--- config.mk ---
export PLATFORM = sky130hd
export DESIGN_NAME = sysid_read_arbiter
export DESIGN_NICKNAME = d
export VERILOG_FILES = /design/src/rtl/sysid_arb_pkg.sv /design/src/rtl/sysid_rr_arbiter.sv /design/src/rtl/sysid_read_arbiter.sv
export SDC_FILE = /design/constraint.sdc
export NUM_CORES = 1
export LEC_CHECK = 0
export CORE_ASPECT_RATIO = 0.5
export CORE_MARGIN = 1.5
export CORE_UTILIZATION = 44
export CTS_CLUSTER_DIAMETER = 30
export DETAILED_ROUTE_END_ITERATION = 10
export MAX_ROUTING_LAYER = met4
export PLACE_DENSITY = 0.8
export SYNTH_ARGS = -nofsm -noshare
export SYNTH_HDL_FRONTEND = slang
export SYNTH_HIERARCHICAL = 1
export SYNTH_SLANG_ARGS = --single-unit
--- constraint.sdc ---
create_clock -name clock -period 1.9 [get_ports clock]
set_input_delay 0.285 -clock clock [delete_from_list [all_inputs] [get_ports clock]]
set_output_delay 0.285 -clock clock [all_outputs]
set_load 0.05 [all_outputs]
--- src/rtl/sysid_arb_pkg.sv ---
// sysid_arb_pkg: shared FSM state type, grant encoding and latency limit for the system-ID read arbiter.
package sysid_arb_pkg;
    typedef enum logic [2:0] {BOOT, IDLE, ISSUE, WAIT, DONE} state_t;
    localparam logic GRANT_M0       = 1'b0;
    localparam logic GRANT_M1       = 1'b1;
    localparam int   RD_LATENCY_MAX = 3;
endpackage

--- src/rtl/sysid_rr_arbiter.sv ---
// sysid_rr_arbiter: combinational two-way round-robin picker.
// Ports: req[1:0] requests in, last_grant previous winner in; grant winner out, any_req request present out.
module sysid_rr_arbiter
    import sysid_arb_pkg::*;
(
    input  logic [1:0] req,
    input  logic       last_grant,
    output logic       grant,
    output logic       any_req
);
    assign any_req = |req;
    assign grant   = (&req) ? ~last_grant : (req[1] ? GRANT_M1 : GRANT_M0);
endmodule

--- src/rtl/sysid_read_arbiter.sv ---
// sysid_read_arbiter: serializes reads from two Avalon-MM masters onto the fixed-latency system-ID slave.
// Optional boot-time ID check enabled by defining SYSID_BOOT_CHECK_EN.
// Ports: clock, reset (sync, active-high); m0_*/m1_* master ports (address, read in; waitrequest, readdata out);
//        s_address/s_read registered slave request, s_readdata slave data; id_done/id_ok boot check status.
module sysid_read_arbiter
    import sysid_arb_pkg::*;
#(
    parameter int                ADDR_W      = 1,
    parameter int                DATA_W      = 32,
    parameter int                RD_LATENCY  = 0,
    parameter logic [DATA_W-1:0] EXPECTED_ID = '0
) (
    input  logic              clock,
    input  logic              reset,
    input  logic [ADDR_W-1:0] m0_address,
    input  logic              m0_read,
    output logic              m0_waitrequest,
    output logic [DATA_W-1:0] m0_readdata,
    input  logic [ADDR_W-1:0] m1_address,
    input  logic              m1_read,
    output logic              m1_waitrequest,
    output logic [DATA_W-1:0] m1_readdata,
    output logic [ADDR_W-1:0] s_address,
    output logic              s_read,
    input  logic [DATA_W-1:0] s_readdata,
    output logic              id_done,
    output logic              id_ok
);
`ifdef SYSID_BOOT_CHECK_EN
    localparam logic   BOOT_EN     = 1'b1;
    localparam state_t RESET_STATE = BOOT;
`else
    localparam logic   BOOT_EN     = 1'b0;
    localparam state_t RESET_STATE = IDLE;
`endif
    localparam int LAT_W = $clog2(RD_LATENCY_MAX + 1);

    state_t           state, state_n;
    logic [LAT_W-1:0] lat_cnt;
    logic             grant, last_grant, pick, any_req, boot_q, match_q, capture, finish;

    sysid_rr_arbiter u_rr (
        .req       ({m1_read, m0_read}),
        .last_grant(last_grant),
        .grant     (pick),
        .any_req   (any_req)
    );

    // slave data is valid in ISSUE itself for zero latency, otherwise in the last WAIT cycle
    assign capture = (state == ISSUE && RD_LATENCY == 0) || (state == WAIT && lat_cnt == '0);

    always_ff @(posedge clock) begin
        if (reset) state <= RESET_STATE;
        else       state <= state_n;
    end

    always_comb begin
        state_n = state;
        case (state)
            BOOT:    state_n = ISSUE;
            IDLE:    state_n = any_req ? ISSUE : IDLE;
            ISSUE:   state_n = (RD_LATENCY == 0) ? DONE : WAIT;
            WAIT:    state_n = (lat_cnt == '0) ? DONE : WAIT;
            DONE:    state_n = IDLE;
            default: state_n = IDLE;
        endcase
    end

    // the boot read's DONE cycle is internal and never releases a master
    always_comb begin
        finish         = state == DONE && !boot_q;
        m0_waitrequest = m0_read & ~(finish && grant == GRANT_M0);
        m1_waitrequest = m1_read & ~(finish && grant == GRANT_M1);
    end

    always_ff @(posedge clock) begin
        if (reset) begin
            grant       <= GRANT_M0;
            last_grant  <= GRANT_M1;
            lat_cnt     <= '0;
            s_read      <= 1'b0;
            s_address   <= '0;
            m0_readdata <= '0;
            m1_readdata <= '0;
            boot_q      <= BOOT_EN;
            match_q     <= 1'b0;
            id_done     <= 1'b0;
            id_ok       <= 1'b0;
        end else begin
            s_read <= state_n == ISSUE;
            if (state == IDLE && any_req) begin
                grant     <= pick;
                s_address <= pick ? m1_address : m0_address;
            end
            if (state == BOOT) s_address <= ADDR_W'(1);
            if (state == ISSUE && RD_LATENCY != 0) lat_cnt <= LAT_W'(RD_LATENCY - 1);
            if (state == WAIT && lat_cnt != '0) lat_cnt <= lat_cnt - 1'b1;
            if (capture && boot_q) match_q <= s_readdata == EXPECTED_ID;
            // a master that dropped its request keeps its old data
            if (capture && !boot_q && grant == GRANT_M0 && m0_read) m0_readdata <= s_readdata;
            if (capture && !boot_q && grant == GRANT_M1 && m1_read) m1_readdata <= s_readdata;
            if (state == DONE && boot_q) begin
                boot_q  <= 1'b0;
                id_done <= 1'b1;
                id_ok   <= match_q;
            end
            if (state == DONE && !boot_q) last_grant <= grant;
            if (!BOOT_EN) begin
                id_done <= 1'b1;
                id_ok   <= 1'b1;
            end
        end
    end
endmodule
# Yosys cells after proc, flatten, opt, wreduce, memory -nomap -nowiden
# Index checks and enable logic that the tools add are counted.
[word_totals]
regBits = 74
latch_bits = 0
ramBits = 0
romBits = 0
inputBits = 38
output_inout_bits = 70
wordCells = 46
memories = 0
[op_classes]
n_addsub = 1
n_mul = 0
div_mod_pow = 0
n_lt_le_gt_ge = 0
eq_ne = 5
shifts = 0
mux = 9
bitwise = 6
reduce_logical = 16
[ops]
columns = ["operator", "n"]
rows = [
  ["3-bit one-hot mux with 4 select lines", 1],
  ["3-bit by 2-bit == test with 1-bit output, second input constant", 3],
  ["1-bit logical AND", 9],
  ["1-bit two-way mux", 6],
  ["1-bit NOT", 4],
  ["2-bit nonzero test", 2],
  ["3-bit by 1-bit == test with 1-bit output, second input constant", 1],
  ["3-bit == test, second input constant", 1],
  ["3-bit logical NOT", 1],
  ["3-bit two-way mux", 1],
  ["1-bit bitwise AND", 2],
  ["2-bit logical NOT", 1],
  ["2-bit two-way mux", 1],
  ["2-bit AND reduction", 1],
  ["2-bit OR reduction", 1],
  ["2-bit by 1-bit subtractor with 2-bit output, second input constant", 1],
  ["1-bit logical OR", 1],
]

# Longest topological paths before layout
# Gate-level depths: netlist (run 1).
[depth]
depth_word = 5
depth_mapped = 7
depth_no_buf = 5

# Hierarchy
# The synthesis (run 1) kept the hierarchy.
[modules_own_cells]
columns = ["module", "n_inst", "cells_each", "area_per_inst_um2", "seq_area_each_um2"]
rows = [
  ["sysid_read_arbiter", 1, 289, 2901.5, 1481.4],
  ["sysid_rr_arbiter", 1, 2, 13.8, 0.0],
]

# Least setup slack after synthesis (run 1)
# Ideal clock, no wire load.
[synth_timing]
path_kind = "reg2out"
start = "register state[1]"
end = "output m1_waitrequest"
t_arrival_ns = 1.343
required_ns = 1.615
setup_slack_ns = 0.272
path_stages_with_launch = 5
path_cell_list = "dfxtp_1 buf_6 nor2_1 and3_1 nor2b_1"
[synth_between]
elab_chain_len = 4
[synth_lines]
columns = ["item", "line", "source"]
rows = [
  ["from (decl)", "sysid_read_arbiter.sv:38", "state_t state, state_n;"],
  ["from (signal assigned)", "sysid_read_arbiter.sv:54", "else state <= state_n;"],
  ["3-bit == test", "sysid_read_arbiter.sv:71", "finish = state == DONE && !boot_q;"],
  ["1-bit logical AND", "sysid_read_arbiter.sv:73", "m1_waitrequest = m1_read & ~(finish && grant == GRANT_M1);"],
  ["1-bit NOT", "sysid_read_arbiter.sv:73", ""],
  ["1-bit bitwise AND", "sysid_read_arbiter.sv:73", ""],
  ["to (decl)", "sysid_read_arbiter.sv:21", "output logic m1_waitrequest,"],
]
# Every way passes these cells.

# Worst setup path in the final report (run 1)
[layout_timing]
start = "register m0_readdata[3]"
end = "output m0_readdata[3]"
[layout_rtl]
columns = ["item", "line", "source"]
rows = [
  ["from (decl)", "sysid_read_arbiter.sv:18", "output logic [DATA_W-1:0] m0_readdata,"],
  ["from (signal assigned)", "sysid_read_arbiter.sv:100", "if (capture && !boot_q && grant == GRANT_M0 && m0_read) m0_readdata <= s_readdata;"],
]
# No word-level cell between the ends.

==> flow_metrics.env, run 1 <==
export IMPL_status="finished clean"
export IMPL_synth_enable_flop_cells=0
export IMPL_final_nets=432
export IMPL_switchingPower_mw=1.037
export IMPL_vias_per_cell=4.786
export IMPL_ir_worst_vdd_v=0.0003986
export IMPL_holdBufCountCts=0
export IMPL_core_um2=6231
export IMPL_synth_seq_cells=74
export IMPL_layout_drive_gt1_share_pct=6.533
export IMPL_cts_setup_buffers=0
export IMPL_gr_total_overflow=0
export IMPL_slew_violations=0
export IMPL_worstPathArrival_ps=1500
export IMPL_synth_top_cell_area_share_pct=50.82
export IMPL_num_antenna_cells=0
export IMPL_grt_usage_pct=20.32
export IMPL_synth_fp_nets=330
export IMPL_syn_to_final_growth_pct=48.07
export IMPL_grt_antenna_before_repair=0
export IMPL_syn_area_um2=2915
export IMPL_synth_commonest_cells="97 x nand2_1, 74 x dfxtp_1, 67 x mux2i_1"
export IMPL_slew_headroom_pct=63.43
export IMPL_rr_startpoint="lat_cnt[0]"
export IMPL_p_total_mw=3.920
export IMPL_synth_top_family_by_area="multiplexers"
export IMPL_cellLeakagePower_nw=1.749
export IMPL_r2r_setup_slack_ps=240
export IMPL_synth_adder_area_share_pct=0.4292
export IMPL_hold_path_end="m0_readdata[31]"
export IMPL_p_comb_share_pct=15.3
export IMPL_cp_startpoint="m0_readdata[3]"
export IMPL_internal_power_mw=2.883
export IMPL_cts_made_buffers=9
export IMPL_synth_area_leaders="dfxtp_1 51%, mux2i_1 23%, nand2_1 12%"
export IMPL_critPathMaxStageDelay_ps=840
export IMPL_tightest_slew_ps=546.8
export IMPL_finalCritPeriodShare_pct=94.17
export IMPL_htreeDepth=3
export IMPL_io_buffers=107
export IMPL_p_per_area_nw_per_um2=908.1
export IMPL_clock_latency_ps=330
export IMPL_setup_worst_path_end_class="primary output"
export IMPL_cp_max_fo=2
export IMPL_yosysUniqueCellTypes=29
export IMPL_fillCellCount=475
export IMPL_grt_setup_unrepaired="no"
export IMPL_cp_slowest_cell="clkdlybuf4s50_1"
export IMPL_grt_start_max_net_pins=100
export IMPL_fp_dieH_um=60.56
export IMPL_critPathRequiredTime_ps=1620
export IMPL_synth_compound_area_share_pct=2.103
export IMPL_cp_top_family="buffers and inverters"
export IMPL_clockRootBuffer="clkbuf_16"
export IMPL_place_congestion=0.8137
export IMPL_grt_pass1_wl_um=10850
export IMPL_yosysMostFrequentCell="nand2_1"
export IMPL_wl_per_cell_um=13.87
export IMPL_avgSynthCellArea_um2=10.02
export IMPL_syn_inst=291
export IMPL_hpwl_um=4682
export IMPL_sw_frac_of_total_pct=26.45
export IMPL_yosysSeqAreaShare_pct=50.82
export IMPL_skew_ps=10.01
export IMPL_cts_tree="built"
export IMPL_cts_sinks=74
export IMPL_finalSetupViolations=0
export IMPL_muxShareOfSynthArea_pct=23.00
export IMPL_drt_wl_total_um=6741
export IMPL_drtIter0Drc=146
export IMPL_p_clk_share_pct=42.4
export IMPL_boundaryPins=108
export IMPL_firstDrtPassIters=6
export IMPL_fin_tns_setup_ps=0
export IMPL_crit_buf_inv=1
export IMPL_r2r_end="m0_readdata[6]"
export IMPL_critPathLaunchType="flip-flop"
export IMPL_hold_path_class="flip-flop to flip-flop"
export IMPL_fmax_mhz=558.9
export IMPL_min_delay_start="m0_readdata[31]"
export IMPL_yosys_warnings=6
export IMPL_ant_nets=0
export IMPL_async_flop_share_pct=0
export IMPL_core_rowCount=20
export IMPL_finalHoldViolCount=0
export IMPL_period_needed_ps=1789
export IMPL_dieArea_um2=7152
export IMPL_cp_cell_sequence="clkdlybuf4s50_1"
export IMPL_vias=2326
export IMPL_maxCapViolCount=0
export IMPL_initial_utilization_pct=46.79
export IMPL_cts_buffer_depth=2
export IMPL_design_area_um2=4317
export IMPL_postPlaceCellArea_um2=4020
export IMPL_worstHoldPathCells=2
export IMPL_synth_xor_area_share_pct=0.3004
export IMPL_ff2ff_path_depth=6
export IMPL_drc_errors=0
export IMPL_yosys_area_top_type="dfxtp_1"
export IMPL_cts_resized=0
export IMPL_crit_type="flip-flop to primary output"
export IMPL_fp_dieW_um=118.1
export IMPL_clk_pin_slew_ps=50
export IMPL_synth_simple_area_share_pct=17.34
export IMPL_grt_pass1_vias=2338
export IMPL_synth_ff_type="dfxtp_1"
export IMPL_pwr_share_seq_pct=42.2
[worst max-delay path by stage]
stage | slack [ps] | cells past startpoint | to
4_1_cts | 110 | 1 | m0_readdata[3]
3_3_place_gp | 330 | 5 | grant
5_1_grt | 60 | 4 | m1_waitrequest
3_5_place_dp | 250 | 5 | state[1]
6_report | 110 | 1 | m0_readdata[3]
2_1_floorplan | 270 | 4 | m1_waitrequest
[power groups by stage]
stage	Sequential, mW	Clock [mW]	Combinational (mW)
after floorplan	1.86	0	0.214
final	1.66	1.66	0.601
after detailed placement	1.69	0	0.601
after global placement	1.69	0	0.591
after CTS	1.66	1.68	0.604
after global routing	1.66	1.76	0.632
[final cells by class]
type,instances,area [um^2],area share (%)
Clock buffer,10,229.0,5.304
Clock inverter,6,67.56,1.565
Multi-Input combinational cell,194,1259,29.16
Sequential cell,74,1481,34.32
Inverter,3,11.26,0.2609
Timing Repair Buffer,111,1159,26.84
Tap cell,88,110.1,2.551
[sequential cells by signal, summed over array words and instances (netlist names)]
name / cells
grant: 1
id_ok: 1
last_grant: 1
lat_cnt: 2
m0_readdata: 32
m1_readdata: 32
s_address: 1
s_read: 1
state: 3
[routing by layer]
layer,vias up,global-route usage [%],wire length (um)
met5,-,-,0
met4,0,6.098,50
li1,1169,-,-
met2,61,37.13,3484
met3,8,6.861,307
met1,1088,21.63,2898
[cells in the final DEF, fill, tap and decap left out, drive strengths merged, types with 3 or more instances in the layout]
master and instances:
clkinv 3, clkdlybuf4s50 105, and3 3, inv 3, nor2 6, clkbuf 10, buf 6, nand2 97
mux2i 67, dfxtp 74
[cell families after synthesis]
group                      count (synthesis)
AOI/OAI and AO/OA                          8
xor gates and xnor gates                   1
adders and majority gates                  1
buffers and inverters                     23
DFF                                       74
muxes                                     67
and+or+nand+nor                          117
[per-stage QoR]
stage / utilization [%] / hold WS [ps] / setup WS, ps / instances
3_5_place_dp: 64.52 / 447.5 / 247.7 / 470
6_report: 69.28 / 456.6 / 110.9 / 486
2_1_floorplan: - / 435.7 / 271.8 / 291
5_1_grt: 69.28 / 480.4 / 61.32 / 486
3_3_place_gp: 64.52 / 443.1 / 326.5 / 470
4_1_cts: 69.28 / 459.4 / 105.7 / 486
(Power assumes the default switching activity.)
==> inputs of run 2 (changes only) <==
--- a/config.mk
+++ b/config.mk
@@ -6,9 +6,9 @@
 export NUM_CORES = 1
 export LEC_CHECK = 0
 export CORE_ASPECT_RATIO = 0.5
-export CORE_MARGIN = 1.5
+export CORE_MARGIN = 2
 export CORE_UTILIZATION = 44
-export CTS_CLUSTER_DIAMETER = 30
+export CTS_CLUSTER_DIAMETER = 50
 export DETAILED_ROUTE_END_ITERATION = 10
 export MAX_ROUTING_LAYER = met4
 export PLACE_DENSITY = 0.8
==> run 2 against run 1 <==
Critical path depth unchanged. Hold slack improved by 2.9 ps. Clock-buffer cell count up 1. Non-clock buffer count unchanged.
==> flow_metrics.env, run 2 (synthesis gave the netlist of run 1 again) <==
export IMPL_setup_worst_path_end_class="primary output"
export IMPL_ant_nets=0
export IMPL_grt_pass1_vias=2320
export IMPL_io_buffers=107
export IMPL_grt_antenna_before_repair=0
export IMPL_layout_drive_gt1_share_pct=6.784
export IMPL_pwr_share_seq_pct=40.8
export IMPL_drt_wl_total_um=6787
export IMPL_fp_dieH_um=61.56
export IMPL_gr_total_overflow=0
export IMPL_cts_made_buffers=9
export IMPL_cts_tree="built"
export IMPL_clock_latency_ps=330
export IMPL_slew_violations=0
export IMPL_grt_setup_unrepaired="no"
export IMPL_grt_start_max_net_pins=53
export IMPL_holdBufCountCts=0
export IMPL_grt_usage_pct=19.91
export IMPL_crit_buf_inv=1
export IMPL_final_cell_mix="105 x clkdlybuf4s50_1, 97 x nand2_1, 73 x dfxtp_1"
export IMPL_final_nets=432
export IMPL_vias=2358
export IMPL_final_common_cell="clkdlybuf4s50_1"
export IMPL_drtIter0Drc=90
export IMPL_cts_buffer_depth=2
export IMPL_wl_per_cell_um=13.97
export IMPL_drc_errors=0
export IMPL_place_congestion=0.7880
export IMPL_core_um2=6231
export IMPL_p_comb_share_pct=14.9
export IMPL_clockRootBuffer="clkbuf_16"
export IMPL_hold_path_class="flip-flop to flip-flop"
export IMPL_status="finished clean"
export IMPL_critPathRequiredTime_ps=1620
export IMPL_fmax_mhz=561.5
export IMPL_internal_power_mw=3.049
export IMPL_r2r_setup_slack_ps=280
export IMPL_p_clk_share_pct=44.3
export IMPL_cellLeakagePower_nw=1.771
export IMPL_p_total_mw=4.062
export IMPL_boundaryPins=108
export IMPL_fin_tns_setup_ps=0
export IMPL_num_antenna_cells=0
export IMPL_core_rowCount=20
export IMPL_slew_headroom_pct=64.30
export IMPL_finalHoldViolCount=0
export IMPL_firstDrtPassIters=6
export IMPL_syn_to_final_growth_pct=49.36
export IMPL_cp_cell_sequence="clkdlybuf4s50_1"
export IMPL_critPathMaxStageDelay_ps=820
export IMPL_cts_sinks=74
export IMPL_cp_top_family="buffers and inverters"
export IMPL_vias_per_cell=4.852
export IMPL_switchingPower_mw=1.013
export IMPL_ir_worst_vdd_v=0.0005389
export IMPL_tightest_slew_ps=533.8
export IMPL_top_regs="m0_readdata (32), m1_readdata (32), state (3)"
export IMPL_fp_dieW_um=119.1
export IMPL_clk_pin_slew_ps=60
export IMPL_maxCapViolCount=0
export IMPL_p_per_area_nw_per_um2=932.9
export IMPL_sw_frac_of_total_pct=24.93
export IMPL_dieArea_um2=7332
export IMPL_initial_utilization_pct=46.79
export IMPL_htreeDepth=3
export IMPL_finalCritPeriodShare_pct=93.73
export IMPL_finalSetupViolations=0
export IMPL_worstPathArrival_ps=1500
export IMPL_hpwl_um=4789
export IMPL_cp_max_fo=2
export IMPL_critPathLaunchType="flip-flop"
export IMPL_skew_ps=6.459
export IMPL_period_needed_ps=1781
export IMPL_crit_type="flip-flop to primary output"
export IMPL_cp_slowest_cell="clkdlybuf4s50_1"
export IMPL_fillCellCount=479
export IMPL_grt_pass1_wl_um=10780
-- run 2: cell count changes in the layout (fill, tap and decap cells not counted), sizes merged --
cell,change
clkinvlp,-1
clkinv,-1
bufinv,+1
clkbuf,+1
-- run 2: layer usage --
metal  global-route usage, %  share of wire [%]  vias to the layer above
li1                        -                  -                     1167
met1                   21.12                 41                     1124
met2                   36.12                 53                       59
met3                   4.907                4.2                        8
met4                   10.20                1.3                        0
met5                       -                  0                        -
-- run 2: layout make-up --
class | count | area, um^2 | share of cell area [%]
clock buffers | 11 | 242.7 | 5.575
clock inverters | 5 | 77.57 | 1.782
inverters | 3 | 11.26 | 0.2586
multi-input cells | 194 | 1259 | 28.91
flip-flops and latches | 74 | 1483 | 34.05
well taps | 88 | 110.1 | 2.529
repair buffers | 111 | 1171 | 26.90
-- run 2: metrics by stage --
stage / setup slack, ps / area, um^2 / instances / util, % / hold slack [ps]
finish: 119.1 / 4354 / 486 / 69.88 / 459.5
global route: 81.61 / 4354 / 486 / 69.88 / 485.2
CTS: 100.1 / 4353 / 486 / 69.86 / 462.0
detailed placement: 192.0 / 4033 / 470 / 64.72 / 451.0
global placement: 309.5 / 4033 / 470 / 64.72 / 442.4
floorplan: 271.8 / 2915 / 291 / - / 435.7
-- run 2: repair_timing --
action                                  CTS  global route
hold endpoints to repair                  0             0
gates resized for setup                   0             1
endpoints found under the setup margin    0             1
buffers inserted                          0             0
-- run 2: path summary, 6_finish.rpt --
path / from / to / cells past startpoint
max reg2reg: lat_cnt[0] / m0_readdata[26] / 6
min: m0_readdata[17] / m0_readdata[17] / 2
max: m0_readdata[0] / m0_readdata[0] / 1
min reg2reg: m0_readdata[17] / m0_readdata[17] / 2
-- run 2: power by group through the flow --
stage	registers, mW	clock network [mW]	logic [mW]
after floorplan	1.86	0	0.214
after global placement	1.69	0	0.597
after detailed placement	1.69	0	0.605
after CTS	1.66	1.84	0.610
after global routing	1.67	1.90	0.638
final	1.66	1.80	0.604
==> inputs of run 3 (changes only) <==
--- a/config.mk
+++ b/config.mk
@@ -5,13 +5,15 @@
 export SDC_FILE = /design/constraint.sdc
 export NUM_CORES = 1
 export LEC_CHECK = 0
+export CELL_PAD_IN_SITES_DETAIL_PLACEMENT = 1
+export CELL_PAD_IN_SITES_GLOBAL_PLACEMENT = 2
 export CORE_ASPECT_RATIO = 0.5
 export CORE_MARGIN = 2
-export CORE_UTILIZATION = 44
+export CORE_UTILIZATION = 26
 export CTS_CLUSTER_DIAMETER = 50
 export DETAILED_ROUTE_END_ITERATION = 10
 export MAX_ROUTING_LAYER = met4
-export PLACE_DENSITY = 0.8
+export PLACE_DENSITY = 0.79
 export SYNTH_ARGS = -nofsm -noshare
 export SYNTH_HDL_FRONTEND = slang
 export SYNTH_HIERARCHICAL = 1
==> run 3 against run 2 <==
First-iteration DRC count decreased by 41%. Register-to-register slack about the same. Clock skew decreased by 0.56 ps. Maximum frequency about the same. Sequential share of layout area decreased by 0.46 points. Clock-buffer cell count increased by 3. Critical endpoint is now m1_waitrequest.
==> flow_metrics.env, run 3 (synthesis gave the netlist of run 1 again) <==
export IMPL_place_inst=528
export IMPL_vias_per_cell=4.379
export IMPL_met1_usage_pct=14.87
export IMPL_setup_worst_path_end_class="primary output"
export IMPL_skew_ps=5.898
export IMPL_slew_violations=0
export IMPL_cts_tree="built"
export IMPL_period_needed_ps=1782
export IMPL_endpoint="m1_waitrequest"
export IMPL_io_buffers=107
export IMPL_maxCapViolCount=0
export IMPL_syn_to_final_growth_pct=51.29
export IMPL_holdBufCountCts=0
export IMPL_fin_tns_setup_ps=0
export IMPL_cts_buffer_depth=2
export IMPL_boundaryPins=108
export IMPL_finalCritPeriodShare_pct=93.76
export IMPL_drt_wl_total_um=8032
export IMPL_grt_usage_pct=13.91
export IMPL_fp_dieW_um=153.8
export IMPL_ant_nets=0
export IMPL_r2r_end="m0_readdata[16]"
export IMPL_core_um2=10950
export IMPL_finalSetupViolations=0
export IMPL_finalHoldViolCount=0
export IMPL_p_per_area_nw_per_um2=896.4
export IMPL_num_antenna_cells=0
export IMPL_core_rowCount=27
export IMPL_r2r_setup_slack_ps=280
export IMPL_cts_setup_buffers=0
export IMPL_cts_resized=0
export IMPL_clk_pin_slew_ps=60
export IMPL_layout_drive_gt1_share_pct=6.266
export IMPL_worstPathArrival_ps=1500
export IMPL_p_total_mw=3.954
export IMPL_use_met3_pct=3.766
export IMPL_slew_headroom_pct=64.05
export IMPL_layout_cells_non_filler=544
export IMPL_initial_utilization_pct=26.63
export IMPL_cts_sinks=74
export IMPL_fmax_mhz=561.3
export IMPL_fp_dieH_um=78.88
export IMPL_place_congestion=0.7068
export IMPL_hpwl_um=5896
export IMPL_grt_pass1_vias=2611
export IMPL_use_met2_pct=25.42
export IMPL_grt_antenna_before_repair=0
export IMPL_top_usage_layer="met2"
export IMPL_ff2ff_path_depth=6
export IMPL_tightest_slew_ps=537.5
export IMPL_critPathLaunchType="flip-flop"
export IMPL_gr_total_overflow=0
export IMPL_firstDrtPassIters=4
export IMPL_drtIter0Drc=53
export IMPL_top_regs="m0_readdata (32), m1_readdata (32), state (3)"
export IMPL_cp_startpoint="state[1]"
export IMPL_final_common_cell="clkdlybuf4s50_1"
export IMPL_cp_max_fo=8
export IMPL_status="finished clean"
export IMPL_critPathRequiredTime_ps=1620
export IMPL_grt_setup_unrepaired="no"
export IMPL_vias=2382
export IMPL_rr_startpoint="lat_cnt[0]"
export IMPL_hold_path_class="flip-flop to flip-flop"
export IMPL_grt_pass1_wl_um=13010
export IMPL_cts_made_buffers=9
export IMPL_drc_errors=0
export IMPL_grt_start_max_net_pins=53
export IMPL_clock_latency_ps=320
export IMPL_final_cell_mix="105 x clkdlybuf4s50_1, 97 x nand2_1, 74 x dfxtp_1"
export IMPL_cellLeakagePower_nw=1.766
export IMPL_wl_per_cell_um=14.76
export IMPL_crit_type="flip-flop to primary output"
export IMPL_htreeDepth=3
export IMPL_final_nets=433
export IMPL_dieArea_um2=12130
export IMPL_ir_worst_vdd_v=0.0003894
export IMPL_clockRootBuffer="clkbuf_16"
==> run 3: where the power goes <==
group          switching [mW]  internal [mW]  total, mW
sequential             0.0433           1.61       1.66
combinational           0.360          0.256      0.617
clock                   0.592           1.09       1.68
==> run 3: layout make-up <==
cell class,count,area [um^2]
Sequential cell,74,1481
Tap cell,145,181.4
Multi-Input combinational cell,194,1259
Clock inverter,2,35.03
Inverter,3,11.26
Fill cell,1232,6535
Clock buffer,14,264.0
Timing Repair Buffer,112,1179
==> run 3: worst max-delay path: stages (launching register included) <==
cell and delay, ps:
dfxtp_1 460, nor2_1 110, and3_1 220, nor2b_1 210
buf_12 170
==> run 3: through the flow <==
stage	worst slack, ps	hold WS (ps)	util, %	instance area [um^2]
after global routing	12.06	486.9	40.29	4410
after global placement	301.7	444.1	37.56	4111
after detailed placement	209.2	454.1	37.56	4111
final	118.5	456.6	40.29	4410
after CTS	98.19	462.1	40.29	4410
after floorplan	271.8	435.7	-	2915
==> run 3: metal layers <==
metal / routed length (um) / vias up
li1: - / 1166
met1: 3394 / 1172
met2: 4326 / 38
met3: 235 / 6
met4: 76 / 0
met5: 0 / -
==> run 3: worst min path at each step <==
stage | start | to | slack (ps) | cells past startpoint
4_1_cts | m1_readdata[7] | m1_readdata[7] | 460 | 2
6_report | m1_readdata[7] | m1_readdata[7] | 460 | 2
5_1_grt | m1_readdata[3] | m1_readdata[3] | 490 | 2
3_5_place_dp | m1_readdata[7] | m1_readdata[7] | 450 | 2
3_3_place_gp | m1_readdata[5] | m1_readdata[5] | 440 | 2
2_1_floorplan | last_grant | last_grant | 440 | 1
